**src/rtl/ser_pkg.sv**
```systemverilog
// Shared types and constants for the serial word transmitter.
package ser_pkg;

    typedef enum logic {TX_IDLE, TX_SHIFT} tx_state_t;

    localparam logic BIT_MSB_FIRST = 1'b1;
    localparam logic BIT_LSB_FIRST = 1'b0;

endpackage

```
**src/rtl/ser_word_tx_if.sv**
```systemverilog
// Word-in / bit-out bundle for ser_word_tx; slave is the transmitter's view.
interface ser_word_tx_if #(parameter int W = 8);
    import ser_pkg::*;

    logic         in_valid;
    logic [W-1:0] in_data;
    logic         in_ready;
    logic         shift_en;
    logic         ser_out;
    logic         ser_valid;
    logic         word_done;
    logic         busy;

    modport master (
        output in_valid, in_data, shift_en,
        input  in_ready, ser_out, ser_valid, word_done, busy
    );

    modport slave (
        input  in_valid, in_data, shift_en,
        output in_ready, ser_out, ser_valid, word_done, busy
    );

endinterface

```
**src/rtl/ser_hold_buf.sv**
```systemverilog
// One-entry holding register that lets the next word wait while the shifter is busy.
module ser_hold_buf
    import ser_pkg::*;
#(
    parameter int W = 8
) (
    input  logic         clk,
    input  logic         rst,
    input  logic         wr,
    input  logic [W-1:0] wdata,
    input  logic         rd,
    output logic [W-1:0] rdata,
    output logic         full
);

    logic [W-1:0] data;

    always_ff @(posedge clk or posedge rst) begin
        if (rst) begin
            data <= '0;
            full <= 1'b0;
        end else begin
            if (wr) begin
                data <= wdata;
                full <= 1'b1;
            end else if (rd) begin
                full <= 1'b0;
            end
        end
    end

    assign rdata = data;

    // The upstream ready is !full, so a write can never coincide with a drain of a full entry.
    a_no_rd_wr_full: assert property (@(posedge clk) disable iff (rst) !(rd && wr && full));

endmodule

```
**src/rtl/ser_word_tx.sv**
```systemverilog
// Parallel-to-serial transmitter: one bit per shift strobe, gapless word streaming.
module ser_word_tx
    import ser_pkg::*;
#(
    parameter int   W          = 8,
    parameter logic MSB_FIRST  = BIT_MSB_FIRST,
    parameter logic IDLE_LEVEL = 1'b0
) (
    input  logic          clk,
    input  logic          rst,
    ser_word_tx_if.slave  bus
);

    localparam int CW = (W > 1) ? $clog2(W) : 1;

    tx_state_t    state;
    logic [W-1:0] shift_reg;
    logic [CW-1:0] cnt;
    logic [CW-1:0] bit_idx;

    logic         pend_valid;
    logic [W-1:0] pend_data;
    logic         accept;
    logic         last_bit;
    logic         hold_wr;
    logic         hold_rd;

    assign last_bit = (state == TX_SHIFT) && bus.shift_en && (cnt == CW'(W - 1));
    assign accept   = bus.in_valid && !pend_valid;
    // Last-bit accepts bypass the buffer straight into the shifter.
    assign hold_wr  = accept && (state == TX_SHIFT) && !last_bit;
    assign hold_rd  = last_bit && pend_valid;

    ser_hold_buf #(.W(W)) u_hold (
        .clk   (clk),
        .rst   (rst),
        .wr    (hold_wr),
        .wdata (bus.in_data),
        .rd    (hold_rd),
        .rdata (pend_data),
        .full  (pend_valid)
    );

    always_ff @(posedge clk or posedge rst) begin
        if (rst) begin
            state     <= TX_IDLE;
            shift_reg <= '0;
            cnt       <= '0;
        end else begin
            case (state)
                TX_IDLE: begin
                    if (accept) begin
                        shift_reg <= bus.in_data;
                        cnt       <= '0;
                        state     <= TX_SHIFT;
                    end
                end
                TX_SHIFT: begin
                    if (bus.shift_en) begin
                        if (!last_bit) begin
                            cnt <= cnt + 1'b1;
                        end else if (pend_valid) begin
                            shift_reg <= pend_data;
                            cnt       <= '0;
                        end else if (bus.in_valid) begin
                            shift_reg <= bus.in_data;
                            cnt       <= '0;
                        end else begin
                            state <= TX_IDLE;
                        end
                    end
                end
                default: state <= TX_IDLE;
            endcase
        end
    end

    assign bit_idx       = (MSB_FIRST == BIT_MSB_FIRST) ? (CW'(W - 1) - cnt) : cnt;
    assign bus.ser_out   = (state == TX_SHIFT) ? shift_reg[bit_idx] : IDLE_LEVEL;
    assign bus.ser_valid = (state == TX_SHIFT);
    assign bus.word_done = last_bit;
    assign bus.in_ready  = !pend_valid;
    assign bus.busy      = (state == TX_SHIFT) || pend_valid;

endmodule

```
**src/flat_wrapper.sv**
```systemverilog
// flat-port wrapper written by rule: the top's interface ports become plain ports
module ser_word_tx_flat import ser_pkg::*;
#(
    parameter int   W          = 8,
    parameter logic MSB_FIRST  = BIT_MSB_FIRST,
    parameter logic IDLE_LEVEL = 1'b0
)
  (clk, rst, bus_in_valid, bus_in_data, bus_shift_en, bus_in_ready, bus_ser_out, bus_ser_valid, bus_word_done, bus_busy);
  ser_word_tx_if #(.W(W)) bus_i ();
  input  logic clk;
  input  logic rst;
  input wire logic [$bits(bus_i.in_valid)-1:0] bus_in_valid;
  input wire logic [$bits(bus_i.in_data)-1:0] bus_in_data;
  input wire logic [$bits(bus_i.shift_en)-1:0] bus_shift_en;
  output wire logic [$bits(bus_i.in_ready)-1:0] bus_in_ready;
  output wire logic [$bits(bus_i.ser_out)-1:0] bus_ser_out;
  output wire logic [$bits(bus_i.ser_valid)-1:0] bus_ser_valid;
  output wire logic [$bits(bus_i.word_done)-1:0] bus_word_done;
  output wire logic [$bits(bus_i.busy)-1:0] bus_busy;
  assign bus_i.in_valid = bus_in_valid;
  assign bus_i.in_data = bus_in_data;
  assign bus_i.shift_en = bus_shift_en;
  assign bus_in_ready = bus_i.in_ready;
  assign bus_ser_out = bus_i.ser_out;
  assign bus_ser_valid = bus_i.ser_valid;
  assign bus_word_done = bus_i.word_done;
  assign bus_busy = bus_i.busy;
  ser_word_tx #(.W(W), .MSB_FIRST(MSB_FIRST), .IDLE_LEVEL(IDLE_LEVEL)) u_core (.clk(clk), .rst(rst), .bus(bus_i));
endmodule
```
**config.mk**
```make
export PLATFORM = sky130hd
export DESIGN_NAME = ser_word_tx_flat
export DESIGN_NICKNAME = d
export VERILOG_FILES = /design/src/rtl/ser_pkg.sv /design/src/rtl/ser_word_tx_if.sv /design/src/rtl/ser_hold_buf.sv /design/src/rtl/ser_word_tx.sv /design/src/flat_wrapper.sv
export SDC_FILE = /design/constraint.sdc
export NUM_CORES = 1
export LEC_CHECK = 0
export CORE_UTILIZATION = 53
export DETAILED_ROUTE_END_ITERATION = 10
export PLACE_DENSITY = 0.76
export SETUP_SLACK_MARGIN = 0.02
export SLEW_MARGIN = 10
export SYNTH_ARGS = -nofsm -noshare
export SYNTH_HDL_FRONTEND = slang
export SYNTH_HIERARCHICAL = 1
export SYNTH_SLANG_ARGS = --single-unit
export TNS_END_PERCENT = 1
```
**constraint.sdc**
```tcl
create_clock -name clk -period 2.8 [get_ports clk]
set_clock_uncertainty 0.15 [all_clocks]
set_input_delay 0.28 -clock clk [delete_from_list [all_inputs] [get_ports clk]]
set_output_delay 0.28 -clock clk [all_outputs]
set_load 0.03 [all_outputs]
```
## Yosys cells after proc, flatten, opt, wreduce, memory -nomap -nowiden

Cells that the tools add are included.
Widths: inputs -> output; s select.

| cells by class | value |
|---|---|
| div/mod/pow operators | 0 |
| reduce and logical (&&, ||, !) cells | 12 |
| muxes and demuxes | 23 |
| multiply operators | 0 |
| eq/ne operators | 6 |
| $lt $le $gt $ge | 1 |
| shifts and indexed selects | 0 |
| bitwise gates (word level) | 1 |
| add/sub/neg operators | 2 |

Operators with widths:

| cell | count |
|---|---|
| $mux 8 | 5 |
| $pmux 8 s2 | 1 |
| $mux 3 | 5 |
| $mux 1 | 9 |
| $logic_and 1x1->1 | 6 |
| $pmux 3 s2 | 1 |
| $lt 3x4->1 const B | 1 |
| $ne 2x2->1 const B | 2 |
| $ne 4x4->1 const B | 1 |
| $reduce_and 4->1 | 1 |
| $add 3x1->3 const B | 1 |
| $bmux 1 s3 | 1 |
| $eq 3x3->1 const B | 1 |
| $ne 3x3->1 const B | 1 |
| $reduce_and 3->1 | 1 |
| $sub 3x3->3 const A | 1 |
| $logic_not 1->1 | 2 |
| $ne 2x1->1 const B | 1 |
| $pmux 1 s2 | 1 |
| $reduce_bool 2->1 | 1 |
| $logic_or 1x1->1 | 1 |
| $not 1->1 | 1 |

| storage, ports and cells | value |
|---|---|
| bits in latches | 0 |
| input bits | 12 |
| ROM bits | 0 |
| bits in registers | 21 |
| memories kept | 0 |
| output and inout port bits | 5 |
| RAM bits | 0 |
| logic and storage cells | 50 |

## Longest topological paths before layout

Gate-level depths: netlist of run 1.

| depth | value |
|---|---|
| depth in word-level cells | 5 |
| gate-level depth with buffers | 6 |
| mapped depth without buffers | 6 |

## By module

Netlist of run 1, hierarchy kept.

By module, submodules not included:

| module | area an instance (um^2) | cells each | sequential area each (um^2) | times used |
|---|---|---|---|---|
| ser_word_tx | 822.0 | 68 | 300.3 | 1 |
| ser_hold_buf | 372.9 | 21 | 225.2 | 1 |

## Worst setup path before layout of run 1

OpenSTA, ideal clock, no wires.

| timing | value |
|---|---|
| path type | flip-flop to output port |
| start | register u_core.state, in the netlist u_core/bus.ser_valid |
| end | output bus_ser_out |
| path buffers | 1 |
| data required time | 2.370 ns |
| arrival time | 1.587 ns |
| setup slack | 0.783 ns |
| stages on the path, launching flop included | 4 |
| cell sequence | dfrtp_1 > buf_6 > o31ai_1 > a311oi_1 |

| between the ends | value |
|---|---|
| cells in the longest elaborated chain, start to end | 1 |

Ends and longest elaborated chain:

| item | RTL line | RTL |
|---|---|---|
| from (decl) | ser_word_tx.sv:16 | `tx_state_t state;` |
| from (signal assigned) | ser_word_tx.sv:46 | `state <= TX_IDLE;` |
| from (signal assigned) | ser_word_tx.sv:55 | `state <= TX_SHIFT;` |
| from (signal assigned) | ser_word_tx.sv:69 | `state <= TX_IDLE;` |
| $mux 1 | ser_word_tx.sv:79 | `assign bus.ser_out = (state == TX_SHIFT) ? shift_reg[bit_idx] : IDLE_LEVEL;` |
| to (decl) | flat_wrapper.sv:16 | `output wire logic [$bits(bus_i.ser_out)-1:0] bus_ser_out;` |

Every way passes these cells.

## Final worst setup path of run 1

| timing | value |
|---|---|
| start | register u_core.cnt[1] |
| end | output bus_ser_out |

| between the ends | value |
|---|---|
| cells in the longest elaborated chain, start to end | 4 |

Ends and longest elaborated chain:

| item | RTL line | RTL |
|---|---|---|
| from (decl) | ser_word_tx.sv:18 | `logic [CW-1:0] cnt;` |
| from (signal assigned) | ser_word_tx.sv:61 | `cnt <= cnt + 1'b1;` |
| $sub 3x3->3 | ser_word_tx.sv:78 | `assign bit_idx = (MSB_FIRST == BIT_MSB_FIRST) ? (CW'(W - 1) - cnt) : cnt;` |
| $bmux 1 s3 | ser_word_tx.sv:79 |  |
| $mux 1 (not written as such) | ser_word_tx.sv:79 |  |
| $mux 1 | ser_word_tx.sv:79 |  |

Every way passes these cells. The select of a mux whose other input is x is not followed.

==> results.py, run 1 <==
metrics = {
    "drt": {
        "wl_per_cell_um": 15.8,
        "dr.pass1.iters": 4,
        "ant_nets": 0,
        "vias": 724,
        "drt_wl_total_um": 2100,
        "avgViaCountPerCell": 5.44,
        "drcViolationCount": 0,
        "drtIter0Drc": 7,
    },
    "synthesis": {
        "yosysTopAreaCell": "dfrtp_1",
        "syn_avg_cell_area_um2": 13.4,
        "syn_nets": 103,
        "ys_top_cells_by_area": "dfrtp_1 (44%), mux2_4 (20%), mux2_2 (8.5%), buf_6 (3.8%), inv_1 (2.5%)",
        "yosys_warnings": 6,
        "yosysUniqueCellTypes": 28,
        "netlist_area_um2": 1190,
        "netlist_instances": 89,
        "synth-seq-cells": 21,
        "netlist.area_leader.share": 0.440,
        "synth_seq_area_share": 0.440,
    },
    "placement": {
        "place_inst": 129,
        "globalplace.congestion": 0.782,
        "port_buffers": 16,
        "placed_area_um2": 1350,
        "dp_hpwl_um": 1520,
    },
    "timing": {
        "fin_setup_tns_ps": 0,
        "setup_viol": 0,
        "fin_crit_sh": 0.913,
        "maxSlewViolCount": 0,
        "period_minus_slack_ps": 2560,
        "tightest_slew_ps": 448,
        "max_freq_mhz": 391,
        "grt_setup_unrepaired": "no",
        "hold_viol": 0,
        "slew_headroom": 0.701,
    },
    "floorplanning": {
        "start_util": 0.585,
        "rows": 16,
        "ios": 17,
        "die_height_um": 49.5,
        "die_w_um": 49.5,
        "coreArea_um2": 2040,
        "die-area_um2": 2450,
    },
    "worst_setup_path": {
        "worstSetupEndpointType": "output port",
        "worst-path-max-fanout": 5,
        "worst_ep_required_time_ps": 2370,
        "cp.arrival_ps": 2130,
        "crit_type": "register to output port",
        "critPathLaunchType": "register",
    },
    "layout": {
        "fin_util": 0.675,
        "fillers": 180,
        "nets": 121,
        "syn_to_final_growth_pct": 15.3,
        "antenna_cells": 0,
        "post_route_cells_drive_above_1_share": 0.340,
        "fin_cells": 133,
        "final_area_um2": 1380,
    },
    "global_route": {
        "grt_overflow": 0,
        "grt_max_degree": 13,
        "grt_pass1_vias": 716,
        "grt_pass1_wl_um": 3500,
        "track_usage": 0.203,
        "antenna_found_initial": 0,
    },
    "cts": {
        "cts_setup_buffers": 0,
        "cts_buffers": 3,
        "cts_root_buf": "clkbuf_4",
        "clk_pin_slew_worst_paths_ps": 100,
        "cts_tree": "built",
        "hold_buffers": 0,
        "cts_resized": 0,
        "clk_latency_ps": 300,
        "cts_buffer_depth": 2,
        "clock_sink_count": 21,
        "htree_levels": 1,
    },
    "power_and_ir_drop": {
        "power.density_nw_per_um2": 1110,
        "ir_worst_vdd_mv": 0.805,
        "power_mw": 1.52,
        "leakagePower_nw": 0.601,
    },
    "job": {
        "max_cap_viol_count": 0,
    },
    "min_path": {
        "hold_path_class": "input pin to asynchronous set/reset pin",
    },
    "status": {
        "status": "finished clean",
    },
}
[cells in the mapped netlist]
| library cell | n |
|---|---|
| nand3b_1 | 2 |
| ha_1 | 2 |
| inv_1 | 8 |
| mux2_4 | 16 |
| o31ai_1 | 1 |
| a21o_2 | 1 |
| o21ba_1 | 1 |
| and2_2 | 1 |
| o2bb2ai_1 | 2 |
| mux4_2 | 1 |
| a21oi_1 | 2 |
| mux2_2 | 9 |
| mux2i_1 | 1 |
| buf_6 | 4 |
| nand2b_1 | 1 |
| o22a_4 | 1 |
| nor2_1 | 3 |
| nor3b_1 | 1 |
| nand2_1 | 2 |
| o21ai_0 | 1 |
| nand2_2 | 1 |
| a21o_1 | 1 |
| dfrtp_1 | 21 |
| or3b_2 | 1 |
| and3_4 | 1 |
| a311oi_1 | 2 |
| nor2b_1 | 1 |
| o22ai_1 | 1 |
[kinds of logic after synthesis]
| logic type | synth area share |
|---|---|
| mux | 0.313 |
| compound gates | 0.0901 |
| fa+ha+maj | 0.0209 |
| buf+inv | 0.0628 |
| simple gates | 0.0733 |
| flops | 0.440 |
[metrics by stage]
step,hold slack (ps),worst slack (ps)
floorplan,-42.1,783
global placement,339,575
detailed placement,346,544
CTS,127,240
global route,141,136
finish,126,242
[area by class of cell]
type,instances,area (um^2),area share
clock buffer,4,26.3,0.0191
timing repair buffer,17,168,0.122
inverter,8,30.0,0.0218
sequential,21,526,0.381
multi-input combinational,56,594,0.431
tap,27,33.8,0.0245
[worst max-delay path, stage by stage (launching register included)]
cell and delay [ps]:
dfrtp_1 460, mux4_2 360, nor2_1 40, a311oi_1 250, clkdlybuf4s50_1 720
[final timing paths]
path | depth (start not counted) | slack, ps | from | endpoint
worst max-delay path | 4 | 240 | u_core/cnt[1] | bus_ser_out
worst min-delay path | 2 | 130 | rst | u_core/u_hold/rdata[4]
worst max register to register | 6 | 760 | u_core/cnt[1] | u_core/u_hold/rdata[0]
worst min register to register | 1 | 370 | u_core/u_hold/rdata[2] | u_core/u_hold/rdata[2]
max in group asynchronous | 2 | 2040 | rst | u_core/cnt[0]
min in group clk | 1 | 370 | u_core/u_hold/rdata[2] | u_core/u_hold/rdata[2]
[placed cells by master (no fill, tap or decap), drive strengths merged]
master and instances:
mux2 25, dfrtp 21, clkdlybuf4s50 16, inv 8
clkbuf 4, nor2 3, nand2 3, nand3b 2
a311oi 2, a21oi 2, o2bb2ai 2, ha 2
a21o 2, and3 1, o22a 1, nor2b 1
and2 1, mux2i 1, o31ai 1, mux4 1
nor3b 1, o21ba 1, nand2b 1, or3b 1
o22ai 1, o21ai 1, buf 1
[report_power, final]
group	total, mW	internal [mW]	leakage, nW	switching [mW]
sequential	0.592	0.452	0.249	0.140
clock	0.137	0.0555	0.0150	0.0817
combinational	0.793	0.487	0.337	0.306
total	1.52	0.995	0.601	0.527
[routing by layer]
metal	global-route usage	vias up	part of all wire
met4	0.0857	0	0.017
li1	-	354	-
met5	0	-	0
met1	0.267	349	0.48
met2	0.311	16	0.46
met3	0.0648	5	0.041
No activity file was read; power rests on OpenSTA's default activity.
==> run 2: changes to the inputs <==
--- a/config.mk
+++ b/config.mk
@@ -5,9 +5,11 @@
 export SDC_FILE = /design/constraint.sdc
 export NUM_CORES = 1
 export LEC_CHECK = 0
-export CORE_UTILIZATION = 53
+export CELL_PAD_IN_SITES_DETAIL_PLACEMENT = 1
+export CELL_PAD_IN_SITES_GLOBAL_PLACEMENT = 1
+export CORE_UTILIZATION = 46
 export DETAILED_ROUTE_END_ITERATION = 10
-export PLACE_DENSITY = 0.76
+export PLACE_DENSITY = 0.8
 export SETUP_SLACK_MARGIN = 0.02
 export SLEW_MARGIN = 10
 export SYNTH_ARGS = -nofsm -noshare
==> run 2 against run 1 <==
The flow now finishes with violations (design-rule violations). Wire length is 6.8% higher. Sequential share of layout area is 0.14 points lower. Setup slack worse by 23 ps. Clock-buffer cell count is 1 lower. Flip-flop and latch count stayed put. Cell count is 2.3% higher. Maximum frequency is 0.91% lower. Design area is 0.36% higher.
==> results.py, run 2 (synthesis gave the netlist of run 1 again) <==
metrics = {
    "floorplanning": {
        "ios": 17,
        "die-area_um2": 2810,
        "rows": 18,
        "start_util": 0.487,
        "die_w_um": 53.0,
        "die_height_um": 53.0,
        "coreArea_um2": 2450,
    },
    "placement": {
        "port_buffers": 16,
        "globalplace.congestion": 0.704,
        "dp_hpwl_um": 1670,
    },
    "layout": {
        "antenna_cells": 0,
        "post_route_cells_drive_above_1_share": 0.349,
        "final_common_cell": "dfrtp_1",
        "most-common-layout-cells": "dfrtp_1 (21), clkdlybuf4s50_1 (16), mux2_4 (16)",
        "nets": 121,
        "fillers": 257,
        "syn_to_final_growth_pct": 15.7,
    },
    "cts": {
        "cts_root_buf": "clkbuf_4",
        "cts_buffer_depth": 2,
        "clk_pin_slew_worst_paths_ps": 110,
        "hold_buffers": 0,
        "clock_sink_count": 21,
        "cts_resized": 0,
        "cts_setup_buffers": 0,
        "htree_levels": 1,
        "clk_latency_ps": 300,
        "cts_tree": "built",
        "cts_buffers": 3,
    },
    "worst_setup_path": {
        "cp.arrival_ps": 2150,
        "crit_type": "register to output port",
        "cp_num_cells": 4,
        "crit_buf_inv": 1,
        "slowest_delay_ps": 730,
        "r2r_start": "u_core/cnt[1]",
        "rr_endpoint": "u_core/u_hold/rdata[4]",
        "crit_end": "bus_ser_out",
        "cp_slowest_cell": "clkdlybuf4s50_1",
        "r2r_slack_ps": 780,
        "worstSetupEndpointType": "output port",
        "worstPathCellList": "mux4_2, nor2_1, a311oi_1, clkdlybuf4s50_1",
        "worst_ep_required_time_ps": 2370,
        "critPathLaunch": "u_core/cnt[1]",
        "cp_top_family": "buffers and inverters",
        "worst-path-max-fanout": 5,
        "reg2reg_depth": 6,
        "critPathLaunchType": "register",
    },
    "global_route": {
        "gr-usage-met2": 0.310,
        "grt_max_degree": 13,
        "grt.met3_usage": 0.0374,
        "grt_pass1_wl_um": 3530,
        "grt_overflow": 0,
        "antenna_found_initial": 0,
        "grt_pass1_vias": 762,
        "top_usage_layer": "met2",
        "met1_usage": 0.217,
        "track_usage": 0.185,
    },
    "timing": {
        "hold_viol": 0,
        "fin_setup_tns_ps": 0,
        "grt_setup_unrepaired": "no",
        "slew_headroom": 0.688,
        "tightest_slew_ps": 467,
        "period_minus_slack_ps": 2580,
        "maxSlewViolCount": 0,
        "setup_viol": 0,
        "max_freq_mhz": 387,
        "fin_crit_sh": 0.922,
    },
    "status": {
        "violations": "design-rule violations",
        "status": "finished with violations",
    },
    "drt": {
        "wl_per_cell_um": 16.5,
        "drtIter0Drc": 8,
        "drcViolationCount": 2,
        "avgViaCountPerCell": 5.31,
        "ant_nets": 0,
        "dr.pass1.iters": 7,
        "vias": 722,
        "drt_wl_total_um": 2240,
    },
    "power_and_ir_drop": {
        "leakagePower_nw": 0.603,
        "power_mw": 1.53,
        "power.density_nw_per_um2": 1110,
        "ir_worst_vdd_mv": 0.586,
    },
    "min_path": {
        "hold_path_class": "input pin to asynchronous set/reset pin",
    },
    "job": {
        "max_cap_viol_count": 0,
    },
}
run 2: worst min-delay path by stage:
stage / to / slack [ps] / startpoint
finish: u_core/u_hold/rdata[6] / 110 / rst
global route: u_core/u_hold/rdata[6] / 110 / rst
CTS: u_core/u_hold/rdata[1] / 130 / rst
detailed placement: u_core/u_hold/rdata[1] / 350 / u_core/u_hold/rdata[1]
global placement: u_core/u_hold/rdata[6] / 340 / u_core/u_hold/rdata[6]
floorplan: u_core/u_hold/full / -40 / rst
run 2: where the power goes:
group	switching, mW	internal (mW)
registers	0.139	0.452
logic	0.314	0.487
clock network	0.0881	0.0533
run 2: stage by stage:
step           hold slack (ps)  worst slack, ps  instances  utilization  instance area (um^2)
2_1_floorplan            -42.1              783         89            -                  1190
3_3_place_gp               341              577        132        0.552                  1360
3_5_place_dp               345              529        132        0.552                  1360
4_1_cts                    132              178        136        0.563                  1380
5_1_grt                    114             89.8        136        0.563                  1380
6_report                   113              219        136        0.563                  1380
run 2: worst reg2reg max path: cells and delay by family, from the launching register on:
kind                       cells  cell delay (ps)
adders and majority gates      2              440
buffers and inverters          1              220
DFF                            1              470
muxes                          1              320
and+or+nand+nor                2              320
run 2: cell type report:
type | instances | area [um^2] | area share
Clock buffer | 3 | 22.5 | 0.0163
Clock inverter | 1 | 5.00 | 0.00362
Inverter | 8 | 30.0 | 0.0217
Multi-Input combinational cell | 56 | 594 | 0.430
Sequential cell | 21 | 526 | 0.380
Tap cell | 30 | 37.5 | 0.0271
Timing Repair Buffer | 17 | 168 | 0.121
run 2: metal layers:
layer | part of all wire | vias to the layer above
met5 | 0 | -
met4 | 0.017 | 0
met3 | 0.033 | 4
met2 | 0.48 | 14
met1 | 0.47 | 355
li1 | - | 349
